<file path="config.mk">
export PLATFORM = sky130hd
export DESIGN_NAME = des_key_sched_ctrl_flat
export DESIGN_NICKNAME = d
export VERILOG_FILES = /design/src/rtl/des_key_sched_ctrl_if.sv /design/src/rtl/des_key_sched_ctrl.sv /design/src/flat_wrapper.sv
export SDC_FILE = /design/constraint.sdc
export NUM_CORES = 1
export LEC_CHECK = 0
export CORE_MARGIN = 3
export CORE_UTILIZATION = 55
export CTS_BUF_LIST = sky130_fd_sc_hd__clkbuf_4
export CTS_CLUSTER_DIAMETER = 80
export DETAILED_ROUTE_END_ITERATION = 7
export PLACE_DENSITY = 0.84
export RECOVER_POWER = 25
export SYNTH_ARGS = -nofsm -noshare
export SYNTH_HDL_FRONTEND = slang
export SYNTH_SLANG_ARGS = --single-unit
</file>
<file path="constraint.sdc">
create_clock -name clk -period 5.7 [get_ports clk]
set_clock_uncertainty 0.15 [all_clocks]
set_input_delay 0.57 -clock clk [delete_from_list [all_inputs] [get_ports clk]]
set_output_delay 0.57 -clock clk [all_outputs]
set_load 0.01 [all_outputs]
</file>
<file path="src/rtl/des_key_sched_ctrl_if.sv">
// DES key schedule handshake bundle.
// decrypt exists only when DES_DECRYPT_EN is defined.
interface des_key_sched_ctrl_if;
  logic        start;
  logic [55:0] key;
`ifdef DES_DECRYPT_EN
  logic        decrypt;
`endif
  logic        subkey_ready;
  logic [47:0] subkey;
  logic        subkey_valid;
  logic [3:0]  round;
  logic        busy;
  logic        done;

`ifdef DES_DECRYPT_EN
  modport master (
    output start, key, decrypt, subkey_ready,
    input  subkey, subkey_valid, round, busy, done
  );
  modport slave (
    input  start, key, decrypt, subkey_ready,
    output subkey, subkey_valid, round, busy, done
  );
`else
  modport master (
    output start, key, subkey_ready,
    input  subkey, subkey_valid, round, busy, done
  );
  modport slave (
    input  start, key, subkey_ready,
    output subkey, subkey_valid, round, busy, done
  );
`endif
endinterface

</file>
<file path="src/rtl/des_key_sched_ctrl.sv">
// DES 16-round key schedule with valid/ready subkey stream.
// DES_DECRYPT_EN adds the reversed (decrypt) round order.
module des_key_sched_ctrl (
  input  logic                 clk,
  input  logic                 rst,
  des_key_sched_ctrl_if.slave  bus
);

  typedef enum logic [1:0] {
    IDLE = 2'd0,
    RUN  = 2'd1,
    DONE = 2'd2
  } state_t;

  localparam int PC2 [48] = '{
    14, 17, 11, 24,  1,  5,
     3, 28, 15,  6, 21, 10,
    23, 19, 12,  4, 26,  8,
    16,  7, 27, 20, 13,  2,
    41, 52, 31, 37, 47, 55,
    30, 40, 51, 45, 33, 48,
    44, 49, 39, 56, 34, 53,
    46, 42, 50, 36, 29, 32
  };

  state_t      state;
  state_t      state_nx;
  logic [27:0] c_q;
  logic [27:0] c_nx;
  logic [27:0] d_q;
  logic [27:0] d_nx;
  logic [3:0]  rnd_q;
  logic [3:0]  rnd_nx;
  logic [3:0]  rnd_inc;
  logic        dec_q;
  logic        dec_nx;
  logic        dec_in;
  logic        valid;
  logic        xfer;
  logic [55:0] cd;
  logic [47:0] sk;

`ifdef DES_DECRYPT_EN
  assign dec_in = bus.decrypt;
`else
  assign dec_in = 1'b0;
`endif

  // Rotation amount applied when entering round r.
  function automatic logic [1:0] shift_amt(
    input logic [3:0] r,
    input logic       dec
  );
    if (dec && r == 4'd0)
      return 2'd0;
    if (r == 4'd0 || r == 4'd1 || r == 4'd8 || r == 4'd15)
      return 2'd1;
    return 2'd2;
  endfunction

  // Encrypt rotates left, decrypt rotates right.
  function automatic logic [27:0] rot(
    input logic [27:0] h,
    input logic [1:0]  n,
    input logic        dec
  );
    logic [27:0] r;
    r = h;
    case (n)
      2'd1: r = dec ? {h[0], h[27:1]} : {h[26:0], h[27]};
      2'd2: r = dec ? {h[1:0], h[27:2]} : {h[25:0], h[27:26]};
      default: r = h;
    endcase
    return r;
  endfunction

  assign valid   = (state == RUN);
  assign xfer    = valid && bus.subkey_ready;
  assign rnd_inc = rnd_q + 4'd1;

  // State and schedule registers.
  always_ff @(posedge clk or posedge rst) begin
    if (rst) begin
      state <= IDLE;
      c_q   <= '0;
      d_q   <= '0;
      rnd_q <= '0;
      dec_q <= 1'b0;
    end else begin
      state <= state_nx;
      c_q   <= c_nx;
      d_q   <= d_nx;
      rnd_q <= rnd_nx;
      dec_q <= dec_nx;
    end
  end

  // Next state: load on start, advance one round per transfer.
  always_comb begin
    state_nx = state;
    c_nx     = c_q;
    d_nx     = d_q;
    rnd_nx   = rnd_q;
    dec_nx   = dec_q;
    unique case (state)
      IDLE: begin
        if (bus.start) begin
          c_nx     = rot(bus.key[55:28],
                         shift_amt(4'd0, dec_in), dec_in);
          d_nx     = rot(bus.key[27:0],
                         shift_amt(4'd0, dec_in), dec_in);
          rnd_nx   = 4'd0;
          dec_nx   = dec_in;
          state_nx = RUN;
        end
      end
      RUN: begin
        if (xfer) begin
          if (rnd_q == 4'd15) begin
            state_nx = DONE;
          end else begin
            rnd_nx = rnd_inc;
            c_nx   = rot(c_q, shift_amt(rnd_inc, dec_q), dec_q);
            d_nx   = rot(d_q, shift_amt(rnd_inc, dec_q), dec_q);
          end
        end
      end
      DONE: begin
        state_nx = IDLE;
      end
      default: begin
        state_nx = IDLE;
      end
    endcase
  end

  assign cd = {c_q, d_q};

  // PC-2 compression; output bit 1 is the MSB of subkey.
  always_comb begin
    sk = '0;
    for (int i = 0; i < 48; i++)
      sk[47-i] = cd[56-PC2[i]];
  end

  assign bus.subkey       = sk;
  assign bus.subkey_valid = valid;
  assign bus.round        = rnd_q;
  assign bus.busy         = (state != IDLE);
  assign bus.done         = (state == DONE);

endmodule

</file>
<file path="src/flat_wrapper.sv">
// flat-port wrapper written by rule: the top's interface ports become plain ports
module des_key_sched_ctrl_flat 
  (clk, rst, bus_start, bus_key, bus_subkey_ready, bus_subkey, bus_subkey_valid, bus_round, bus_busy, bus_done);
  des_key_sched_ctrl_if bus_i ();
  input  logic clk;
  input  logic rst;
  input wire logic [$bits(bus_i.start)-1:0] bus_start;
  input wire logic [$bits(bus_i.key)-1:0] bus_key;
  input wire logic [$bits(bus_i.subkey_ready)-1:0] bus_subkey_ready;
  output wire logic [$bits(bus_i.subkey)-1:0] bus_subkey;
  output wire logic [$bits(bus_i.subkey_valid)-1:0] bus_subkey_valid;
  output wire logic [$bits(bus_i.round)-1:0] bus_round;
  output wire logic [$bits(bus_i.busy)-1:0] bus_busy;
  output wire logic [$bits(bus_i.done)-1:0] bus_done;
  assign bus_i.start = bus_start;
  assign bus_i.key = bus_key;
  assign bus_i.subkey_ready = bus_subkey_ready;
  assign bus_subkey = bus_i.subkey;
  assign bus_subkey_valid = bus_i.subkey_valid;
  assign bus_round = bus_i.round;
  assign bus_busy = bus_i.busy;
  assign bus_done = bus_i.done;
  des_key_sched_ctrl u_core (.clk(clk), .rst(rst), .bus(bus_i));
endmodule
</file>
==> results of run 1 <==
## placed cells by master, fill, tap and decap left out, types with 2 or more instances in the layout
cell type	n
ha_1	3
and2_1	56
buf_4	8
nand4_1	56
a22o_1	5
clkinv_2	2
inv_1	61
mux2_2	2
clkdlybuf4s50_1	112
nand2_1	2
o21ai_0	56
clkbuf_4	11
nand3_2	2
o211ai_1	113
nand3_1	58
a31oi_1	58
nor3b_1	56
dfrtp_1	60
nor3_1	2
## registers in the layout, indices dropped and copies added (netlist names)
name              cells
u_core.c_q           28
u_core.state          2
u_core.bus.round      4
u_core.d_q           28
## power by group
group	leakage, µW	internal, µW	switching (µW)	total (µW)
clock	0.0000600	92.1	165	257
sequential	0.000634	608	189	797
combinational	0.00183	887	1040	1930
## area by class of cell
cell class                 count  area share [%]
clock inverter                 3          0.2144
tap                          133           2.592
timing repair buffer         123           18.69
sequential                    62           24.24
clock buffer                  11           1.286
inverter                      61           3.567
multi-input combinational    484           49.41
## logic make-up (layout without fill, tap and decap cells)
logic type                 after synthesis  in the layout
AOI/OAI and AO/OA                      236            236
adders and majority gates                3              3
buffers and inverters                  199            198
DFF                                     62             62
muxes                                    2              2
and+or+nand+nor                        243            243
## through the flow
| stage | hold slack [ps] | setup slack, ps | std cells | util, % |
|---|---|---|---|---|
| final | 506.9 | 1702 | 877 | 64.49 |
| after global routing | 542.6 | 1181 | 877 | 64.49 |
| after global placement | 459.3 | 2519 | 863 | 63.56 |
| after floorplan | 470.8 | 3439 | 745 | - |
| after detailed placement | 474.7 | 2440 | 863 | 63.56 |
| after CTS | 356.5 | 2025 | 877 | 64.53 |
## worst min-delay path by stage
stage,startpoint,endpoint,slack [ps]
2_1_floorplan,u_core.bus.round[0]$_DFFE_PP0P_,u_core.bus.round[0]$_DFFE_PP0P_,470
3_3_place_gp,u_core.bus.round[0]$_DFFE_PP0P_,u_core.bus.round[0]$_DFFE_PP0P_,460
3_5_place_dp,u_core.bus.round[0]$_DFFE_PP0P_,u_core.bus.round[0]$_DFFE_PP0P_,470
4_1_cts,rst,u_core.d_q[4]$_DFFE_PP0P_,360
5_1_grt,u_core.bus.round[0]$_DFFE_PP0P_,u_core.bus.round[0]$_DFFE_PP0P_,540
6_report,u_core.bus.round[0]$_DFFE_PP0P_,u_core.bus.round[0]$_DFFE_PP0P_,510
## layer usage
layer	routed length, µm	share of wire (%)	GRT usage [%]	up-vias
li1	-	-	-	2712
met1	6831	40	39.29	2802
met2	7931	47	45.91	395
met3	1632	9.7	5.313	50
met4	507	3.0	10.91	0
met5	0	0	0	-
==> results.json, run 1 <==
{
  "cpMaxStageDelayCell": "clkbuf_1",
  "worst-path-stages": 3,
  "ys_seq_area_share_pct": 27.13,
  "synth_top_area_cell": "dfrtp_1",
  "fin_area_mm2": 0.006420,
  "start_util_pct": 57.44,
  "violations": "capacitance limit, slew limit",
  "postCtsSetupBuffers": 0,
  "r2r_slack_ps": 2280,
  "critPathCapture": "u_core.state[0]$_DFFE_PP0P_",
  "tns_ps": 0,
  "clockRootBuffer": "clkbuf_4",
  "synthTopCellsByCount": "o211ai_1, dfrtp_1, inv_1, clkbuf_1, nand3_1",
  "tightest_slew_ps": 2417,
  "dieArea_mm2": 0.01166,
  "crit_path_start": "rst",
  "powerDensity_mw_per_mm2": 464.7,
  "maxSlewViolCount": 43,
  "tritoncts": "built",
  "critical_path.top_delay_family": "buffers and inverters",
  "ys_ff_latch": 62,
  "status": "complete, but fails checks",
  "synth_area_per_cell_um2": 7.675,
  "clockBufferDepth": 2,
  "netlist_instances": 745,
  "reg2reg_to": "u_core.c_q[1]$_DFFE_PP0P_",
  "synthArstFlopShare_pct": 100.0,
  "ys.warnings.count": 0,
  "cp-start-kind": "primary input",
  "dr.pass1.iters": 5,
  "synthTopCellsByArea": "dfrtp_1, o211ai_1, nor3b_1",
  "route.detailed.wl_per_inst_um": 19.27,
  "crit_required_ps": 5260,
  "drtAntennaViolNets": 0,
  "synth_top_family_by_area": "compound AO/OA/AOI/OAI gates",
  "worst-endpoint-arrival_ps": 3560,
  "setup_viol": 0,
  "fillerInstances": 862,
  "synth_nets": 808,
  "h-tree-depth": 3,
  "multi_input_area_mm2": 0.003172,
  "synth_ff_type": "dfrtp_1",
  "endpoint_kind": "asynchronous set/reset pin",
  "port-buffer-count": 114,
  "synth_edf_count": 0,
  "hold_viol": 0,
  "synth-xor-area-share_pct": 0,
  "cts_sinks": 62,
  "grt_overflow": 0,
  "critPathKind": "primary input to asynchronous set/reset pin",
  "dpl_cell_area_mm2": 0.006327,
  "path_buf_inv": 3,
  "ios": 115,
  "routed_wl_um": 16900,
  "r2r-start": "u_core.state[1]$_DFFE_PP0P_",
  "worstPathMaxFanout": 42,
  "clk_pin_slew_worst_paths_ps": 100,
  "clk_latency_ps": 430,
  "core.rowCount": 36,
  "hold_path_depth": 1,
  "ys_types": 32,
  "cap_violations": 1,
  "rsz0062_at_grt": "no",
  "fin_crit_ps": 3998,
  "power_uw": 2983,
  "numCtsBuffers": 9,
  "reg2regPathDepth": 5,
  "relSlewSlack_pct": -61.11,
  "vias": 5959,
  "synthAdderAreaFrac_pct": 0.6565,
  "crit_chain": "dlygate4sd3_1 -> inv_1 -> clkbuf_1",
  "fin_nets": 804,
  "synth.most_common_cell": "o211ai_1",
  "synthSimpleGateAreaFrac_pct": 26.65,
  "gp_congestion": 0.8546,
  "avgViaCountPerCell": 6.795,
  "antenna_found_initial": 0,
  "grt_pass1_wl_um": 27790,
  "drc": 0,
  "hp-class": "flip-flop to flip-flop",
  "fmax_mhz": 250.1,
  "grt_pass1_vias": 5707,
  "seqCellArea_mm2": 0.001556,
  "p_leak_uw": 0.002524,
  "finalCritPeriodShare_pct": 70.14,
  "grt_max_degree": 65,
  "syn_area_mm2": 0.005718,
  "diodes": 0,
  "irDropWorstVdd_v": 0.0004153,
  "synth_compound_area_share_pct": 27.44,
  "yosysTopAreaCellShare_pct": 27.13,
  "drive_gt1_share_pct": 4.839,
  "syn_to_final_growth_pct": 12.28,
  "cts_resized": 0,
  "cts_hold_buf": 0,
  "critical_path.max_stage_delay_ps": 1790,
  "die_h_um": 108.0,
  "hpwl_um": 9905,
  "die_x_um": 108.0,
  "drt_iter0_drc": 847,
  "synth.area.mux_share_pct": 0.3939,
  "grt_usage_pct": 28.88,
  "core-area_mm2": 0.009955
}
No activity file was read; power rests on OpenSTA's default activity.
==> run 2, diff against run 1 <==
--- a/config.mk
+++ b/config.mk
@@ -6,11 +6,11 @@
 export NUM_CORES = 1
 export LEC_CHECK = 0
 export CORE_MARGIN = 3
-export CORE_UTILIZATION = 55
+export CORE_UTILIZATION = 54
 export CTS_BUF_LIST = sky130_fd_sc_hd__clkbuf_4
 export CTS_CLUSTER_DIAMETER = 80
 export DETAILED_ROUTE_END_ITERATION = 7
-export PLACE_DENSITY = 0.84
+export PLACE_DENSITY = 0.82
 export RECOVER_POWER = 25
 export SYNTH_ARGS = -nofsm -noshare
 export SYNTH_HDL_FRONTEND = slang
==> constraint.sdc (replaced) <==
create_clock -name clk -period 4.07 [get_ports clk]
set_clock_uncertainty 0.15 [all_clocks]
set_input_delay 0.407 -clock clk [delete_from_list [all_inputs] [get_ports clk]]
set_output_delay 0.407 -clock clk [all_outputs]
set_load 0.01 [all_outputs]
==> run 2 against run 1 <==
  * Routed wire length shrank 0.83%
  * Via count shrank 1.1%
  * Largest cell class unchanged
  * Register-to-register slack got worse by 1000 ps
  * Critical path depth unchanged
  * Core utilization decreased by 0.24 points
  * Clock power increased by 45%
  * Global-route usage is essentially flat
  * Combinational power up 40%
  * Count of clock-buffer cells in the layout up 1
  * Highest routed layer unchanged
  * Sequential share of layout area is 0.13 points lower
  * The run now ends clean
  * Total power rose by 40%
==> results.json, run 2 (synthesis results as in run 1) <==
{
  "status": "finished clean",
  "r2r-start": "u_core.state[1]$_DFFE_PP0P_",
  "comb_power_share_pct": 64.9,
  "p_seq_share_pct": 26.2,
  "routed_wl_um": 16760,
  "r2r_slack_ps": 1270,
  "final_cell_mix": "o211ai_1, clkdlybuf4s50_1, inv_1",
  "clkPwrFrac_pct": 8.9,
  "grt_overflow": 0,
  "crit_required_ps": 3510,
  "fin_nets": 807,
  "cts_resized": 0,
  "powerDensity_mw_per_mm2": 647.9,
  "cp-start-kind": "flip-flop",
  "tritoncts": "built",
  "reg2reg_to": "u_core.c_q[19]$_DFFE_PP0P_",
  "drc": 0,
  "core.rowCount": 36,
  "irDropWorstVdd_v": 0.0004403,
  "setup_viol": 0,
  "grt_usage_pct": 28.86,
  "die_h_um": 108.9,
  "grt_max_degree": 93,
  "syn_to_final_growth_pct": 12.87,
  "fmax_mhz": 342.3,
  "critPathKind": "flip-flop to primary output",
  "port-buffer-count": 114,
  "dr.pass1.iters": 5,
  "drt_iter0_drc": 639,
  "clockRootBuffer": "clkbuf_4",
  "holdCritStartpoint": "u_core.bus.round[0]$_DFFE_PP0P_",
  "p_int_uw": 2239,
  "p_leak_uw": 0.002548,
  "pre_cts_ws_ps": 1347,
  "gp_congestion": 0.8612,
  "antenna_found_initial": 0,
  "setup_ws_ps": 1148,
  "drive_gt1_share_pct": 5.481,
  "finalCritPeriodShare_pct": 71.78,
  "drtAntennaViolNets": 0,
  "crit_path_start": "u_core.state[1]$_DFFE_PP0P_",
  "cap_violations": 0,
  "route.detailed.wl_per_inst_um": 19.03,
  "cts_hold_buf": 0,
  "dieArea_mm2": 0.01186,
  "clk_latency_ps": 420,
  "ios": 115,
  "multi_input_area_mm2": 0.003172,
  "whs_ps": 499.4,
  "power.switching_uw": 1943,
  "power_uw": 4182,
  "worst-endpoint-arrival_ps": 2360,
  "reg2regPathDepth": 4,
  "endpoint_kind": "primary output",
  "core-area_mm2": 0.01004,
  "worstPathMaxFanout": 37,
  "postCtsSetupBuffers": 0,
  "grt_pass1_wl_um": 27860,
  "seqCellArea_mm2": 0.001556,
  "avgViaCountPerCell": 6.692,
  "die_x_um": 108.9,
  "hpwl_um": 10200,
  "hp-class": "flip-flop to flip-flop",
  "swShare_pct": 46.46,
  "tightest_slew_ps": 1463,
  "start_util_pct": 56.93,
  "critPathCapture": "bus_done",
  "numCtsBuffers": 9,
  "maxSlewViolCount": 0,
  "rsz0062_at_grt": "no",
  "diodes": 0,
  "h-tree-depth": 3,
  "vias": 5896,
  "cts_sinks": 62,
  "clockBufferDepth": 2,
  "layout_commonest_cell": "o211ai_1",
  "fin_crit_ps": 2922,
  "fillerInstances": 850,
  "hold_viol": 0,
  "clk_pin_slew_worst_paths_ps": 110,
  "grt_pass1_vias": 5587,
  "tns_ps": 0,
  "relSlewSlack_pct": 2.355
}
run 2: layout make-up:
| type | instances | share of cell area, % |
|---|---|---|
| multi-input cells | 484 | 49.15 |
| inverters | 61 | 3.548 |
| well taps | 133 | 2.579 |
| flip-flops and latches | 62 | 24.12 |
| repair buffers | 126 | 19.00 |
| clock inverters | 3 | 0.2133 |
| clock buffers | 12 | 1.396 |
run 2: power by group through the flow:
stage | Sequential (µW) | Clock (µW) | Combinational, µW
after floorplan | 991 | 0 | 2250
after global placement | 1090 | 0 | 2590
after detailed placement | 1090 | 0 | 2680
after CTS | 1080 | 368 | 2690
after global routing | 1120 | 394 | 2990
final | 1100 | 372 | 2710
run 2: stage by stage:
stage                     std cells  cell area (µm²)  util, %
after floorplan                 745             5718        -
after global placement          866             6350    63.22
after detailed placement        866             6350    63.22
after CTS                       881             6454    64.25
after global routing            881             6454    64.25
final                           881             6454    64.25
run 2: worst min-delay path by stage:
stage,cells past startpoint,end,slack (ps)
floorplan,1,u_core.bus.round[0]$_DFFE_PP0P_,470
global placement,1,u_core.bus.round[0]$_DFFE_PP0P_,470
detailed placement,1,u_core.bus.round[0]$_DFFE_PP0P_,470
CTS,2,u_core.d_q[5]$_DFFE_PP0P_,330
global route,1,u_core.bus.round[0]$_DFFE_PP0P_,520
finish,1,u_core.bus.round[0]$_DFFE_PP0P_,500
run 2: metal layers:
layer  up-vias  global-route usage, %  part of all wire [%]
met2       362                  46.05                    46
li1       2721                      -                     -
met4         0                  10.28                   1.9
met1      2778                  39.45                    42
met3        35                  4.855                   9.8
met5         -                      0                     0
run 2: critical path: stages, from the launching register on:
cell	delay (ps)
dfrtp_2	800
buf_4	420
nor2b_1	180
clkdlybuf4s50_1	540
==> run 3, diff against run 2 <==
==> constraint.sdc (replaced) <==
create_clock -name clk -period 2.99 [get_ports clk]
set_clock_uncertainty 0.15 [all_clocks]
set_input_delay 0.299 -clock clk [delete_from_list [all_inputs] [get_ports clk]]
set_output_delay 0.299 -clock clk [all_outputs]
set_load 0.01 [all_outputs]
==> run 3 against run 2 <==
  * Worst setup slack got worse by 760 ps
  * Flip-flop and latch count did not move
  * Cell area rose by 1.5%
  * Die area did not move
  * Routed wire length rose by 2.0%
  * First-iteration DRC count rose by 11%
  * Register-to-register slack got worse by 880 ps
  * Combinational power rose by 39%
  * Critical path type is now flip-flop to flip-flop
  * Highest routed layer unchanged
==> results.json, run 3 (synthesis results as in run 1) <==
{
  "status": "finished clean",
  "cts_sinks": 62,
  "irDropWorstVdd_v": 0.0007571,
  "numCtsBuffers": 9,
  "powerDensity_mw_per_mm2": 892.2,
  "clockRootBuffer": "clkbuf_4",
  "grt_overflow": 0,
  "fmax_mhz": 384.2,
  "fin_crit_ps": 2603,
  "holdCritStartpoint": "bus_subkey_ready",
  "route.detailed.wl_per_inst_um": 19.29,
  "syn_to_final_growth_pct": 14.55,
  "crit_chain": "or3b_2 -> o211ai_1 -> o21ai_0 -> nand3_1",
  "maxSlewViolCount": 0,
  "wl_met1_um": 7110,
  "drtAntennaViolNets": 0,
  "grt_pass1_wl_um": 27770,
  "hp-class": "primary input to flip-flop",
  "grt_max_degree": 64,
  "core.rowCount": 36,
  "grt_pass1_vias": 5739,
  "vias": 5970,
  "die_x_um": 108.9,
  "critical_path.max_stage_delay_ps": 1010,
  "drive_gt1_share_pct": 5.718,
  "rsz0062_at_grt": "no",
  "r2r-start": "u_core.state[0]$_DFFE_PP0P_",
  "fin_nets": 810,
  "cts_hold_buf": 0,
  "worstPathMaxFanout": 56,
  "routed_wl_um": 17090,
  "pre_cts_ws_ps": 349.5,
  "grt_usage_pct": 28.83,
  "avgViaCountPerCell": 6.738,
  "fin_area_mm2": 0.006550,
  "clk_latency_ps": 420,
  "crit_required_ps": 3140,
  "antenna_found_initial": 1,
  "cp-start-kind": "flip-flop",
  "core-area_mm2": 0.01004,
  "tns_ps": 0,
  "die_h_um": 108.9,
  "tritoncts": "built",
  "final_util_pct": 65.21,
  "drc": 0,
  "r2r_slack_ps": 390,
  "cts_resized": 0,
  "endpoint_kind": "flip-flop",
  "start_util_pct": 56.93,
  "postCtsSetupBuffers": 0,
  "drt_iter0_drc": 708,
  "reg2reg_to": "u_core.d_q[1]$_DFFE_PP0P_",
  "critical_path.top_delay_family": "simple AND/OR/NAND/NOR gates",
  "fillerInstances": 845,
  "hold_viol": 0,
  "dr_wl_met3_um": 1616,
  "highest_layer": "met4",
  "relSlewSlack_pct": 12.62,
  "finalCritPeriodShare_pct": 87.05,
  "worst-endpoint-arrival_ps": 2750,
  "path_buf_inv": 0,
  "cap_violations": 0,
  "dr.pass1.iters": 5,
  "routed-wl-met2_um": 8090,
  "clockBufferDepth": 2,
  "whs_endpoint": "u_core.state[1]$_DFFE_PP0P_",
  "setup_ws_ps": 387.2,
  "ios": 115,
  "hpwl_um": 10450,
  "tightest_slew_ps": 1311,
  "port-buffer-count": 114,
  "p_leak_uw": 0.002580,
  "dpl_cell_area_mm2": 0.006422,
  "reg2regPathDepth": 4,
  "gp_congestion": 0.8576,
  "cpMaxStageDelayCell": "or3b_2",
  "clk_pin_slew_worst_paths_ps": 120,
  "layout_commonest_cell": "o211ai_1",
  "critPathKind": "flip-flop to flip-flop",
  "dieArea_mm2": 0.01186,
  "final_cell_mix": "o211ai_1, clkdlybuf4s50_1, inv_1",
  "h-tree-depth": 3,
  "setup_viol": 0,
  "hold_path_depth": 2,
  "power_uw": 5844
}
==> run 3: cell types whose count changed in the layout (fill, tap and decap cells not counted), sizes merged <==
cell and delta:
clkinvlp +3, dlymetal6s4s +1, bufinv +1, clkbuf -3, diode +1, buf +2
==> run 3: worst max path at each step <==
| stage | slack, ps | endpoint | cells after the start | start |
|---|---|---|---|---|
| after CTS | 440 | bus_done | 3 | u_core.state[1]$_DFFE_PP0P_ |
| final | 390 | u_core.d_q[1]$_DFFE_PP0P_ | 4 | u_core.state[0]$_DFFE_PP0P_ |
| after detailed placement | 350 | u_core.d_q[6]$_DFFE_PP0P_ | 5 | bus_start |
| after global routing | 170 | u_core.d_q[21]$_DFFE_PP0P_ | 3 | rst |
| after floorplan | 900 | u_core.d_q[21]$_DFFE_PP0P_ | 7 | u_core.bus.round[1]$_DFFE_PP0P_ |
| after global placement | 420 | u_core.d_q[18]$_DFFE_PP0P_ | 5 | bus_start |
==> run 3: layer usage <==
layer,vias to the layer above,track usage [%]
li1,2725,-
met1,2878,39.04
met2,335,46.18
met3,32,5.033
met4,0,10.55
met5,-,0
==> run 3: area by class of cell <==
cell class | count | area, µm² | area share (%)
Timing Repair Buffer | 129 | 1291 | 19.71
Inverter | 61 | 229.0 | 3.496
Clock inverter | 7 | 65.06 | 0.9933
Antenna cell | 1 | 2.502 | 0.03820
Tap cell | 133 | 166.4 | 2.541
Sequential cell | 62 | 1556 | 23.76
Clock buffer | 9 | 67.56 | 1.032
Multi-Input combinational cell | 484 | 3172 | 48.42
==> run 3: stage by stage <==
step / std cells / hold WS [ps]
6_report: 886 / 265.9
5_1_grt: 886 / 270.4
4_1_cts: 885 / 174.4
3_5_place_dp: 869 / 461.5
3_3_place_gp: 869 / 452.5
2_1_floorplan: 745 / 449.7
==> run 3: report_power, final <==
part	total [µW]	internal, µW	leakage (µW)	switching, µW
Clock	590	247	0.0000630	343
Combinational	3770	1740	0.00188	2030
Sequential	1480	1160	0.000634	322
Total	5840	3140	0.00258	2700
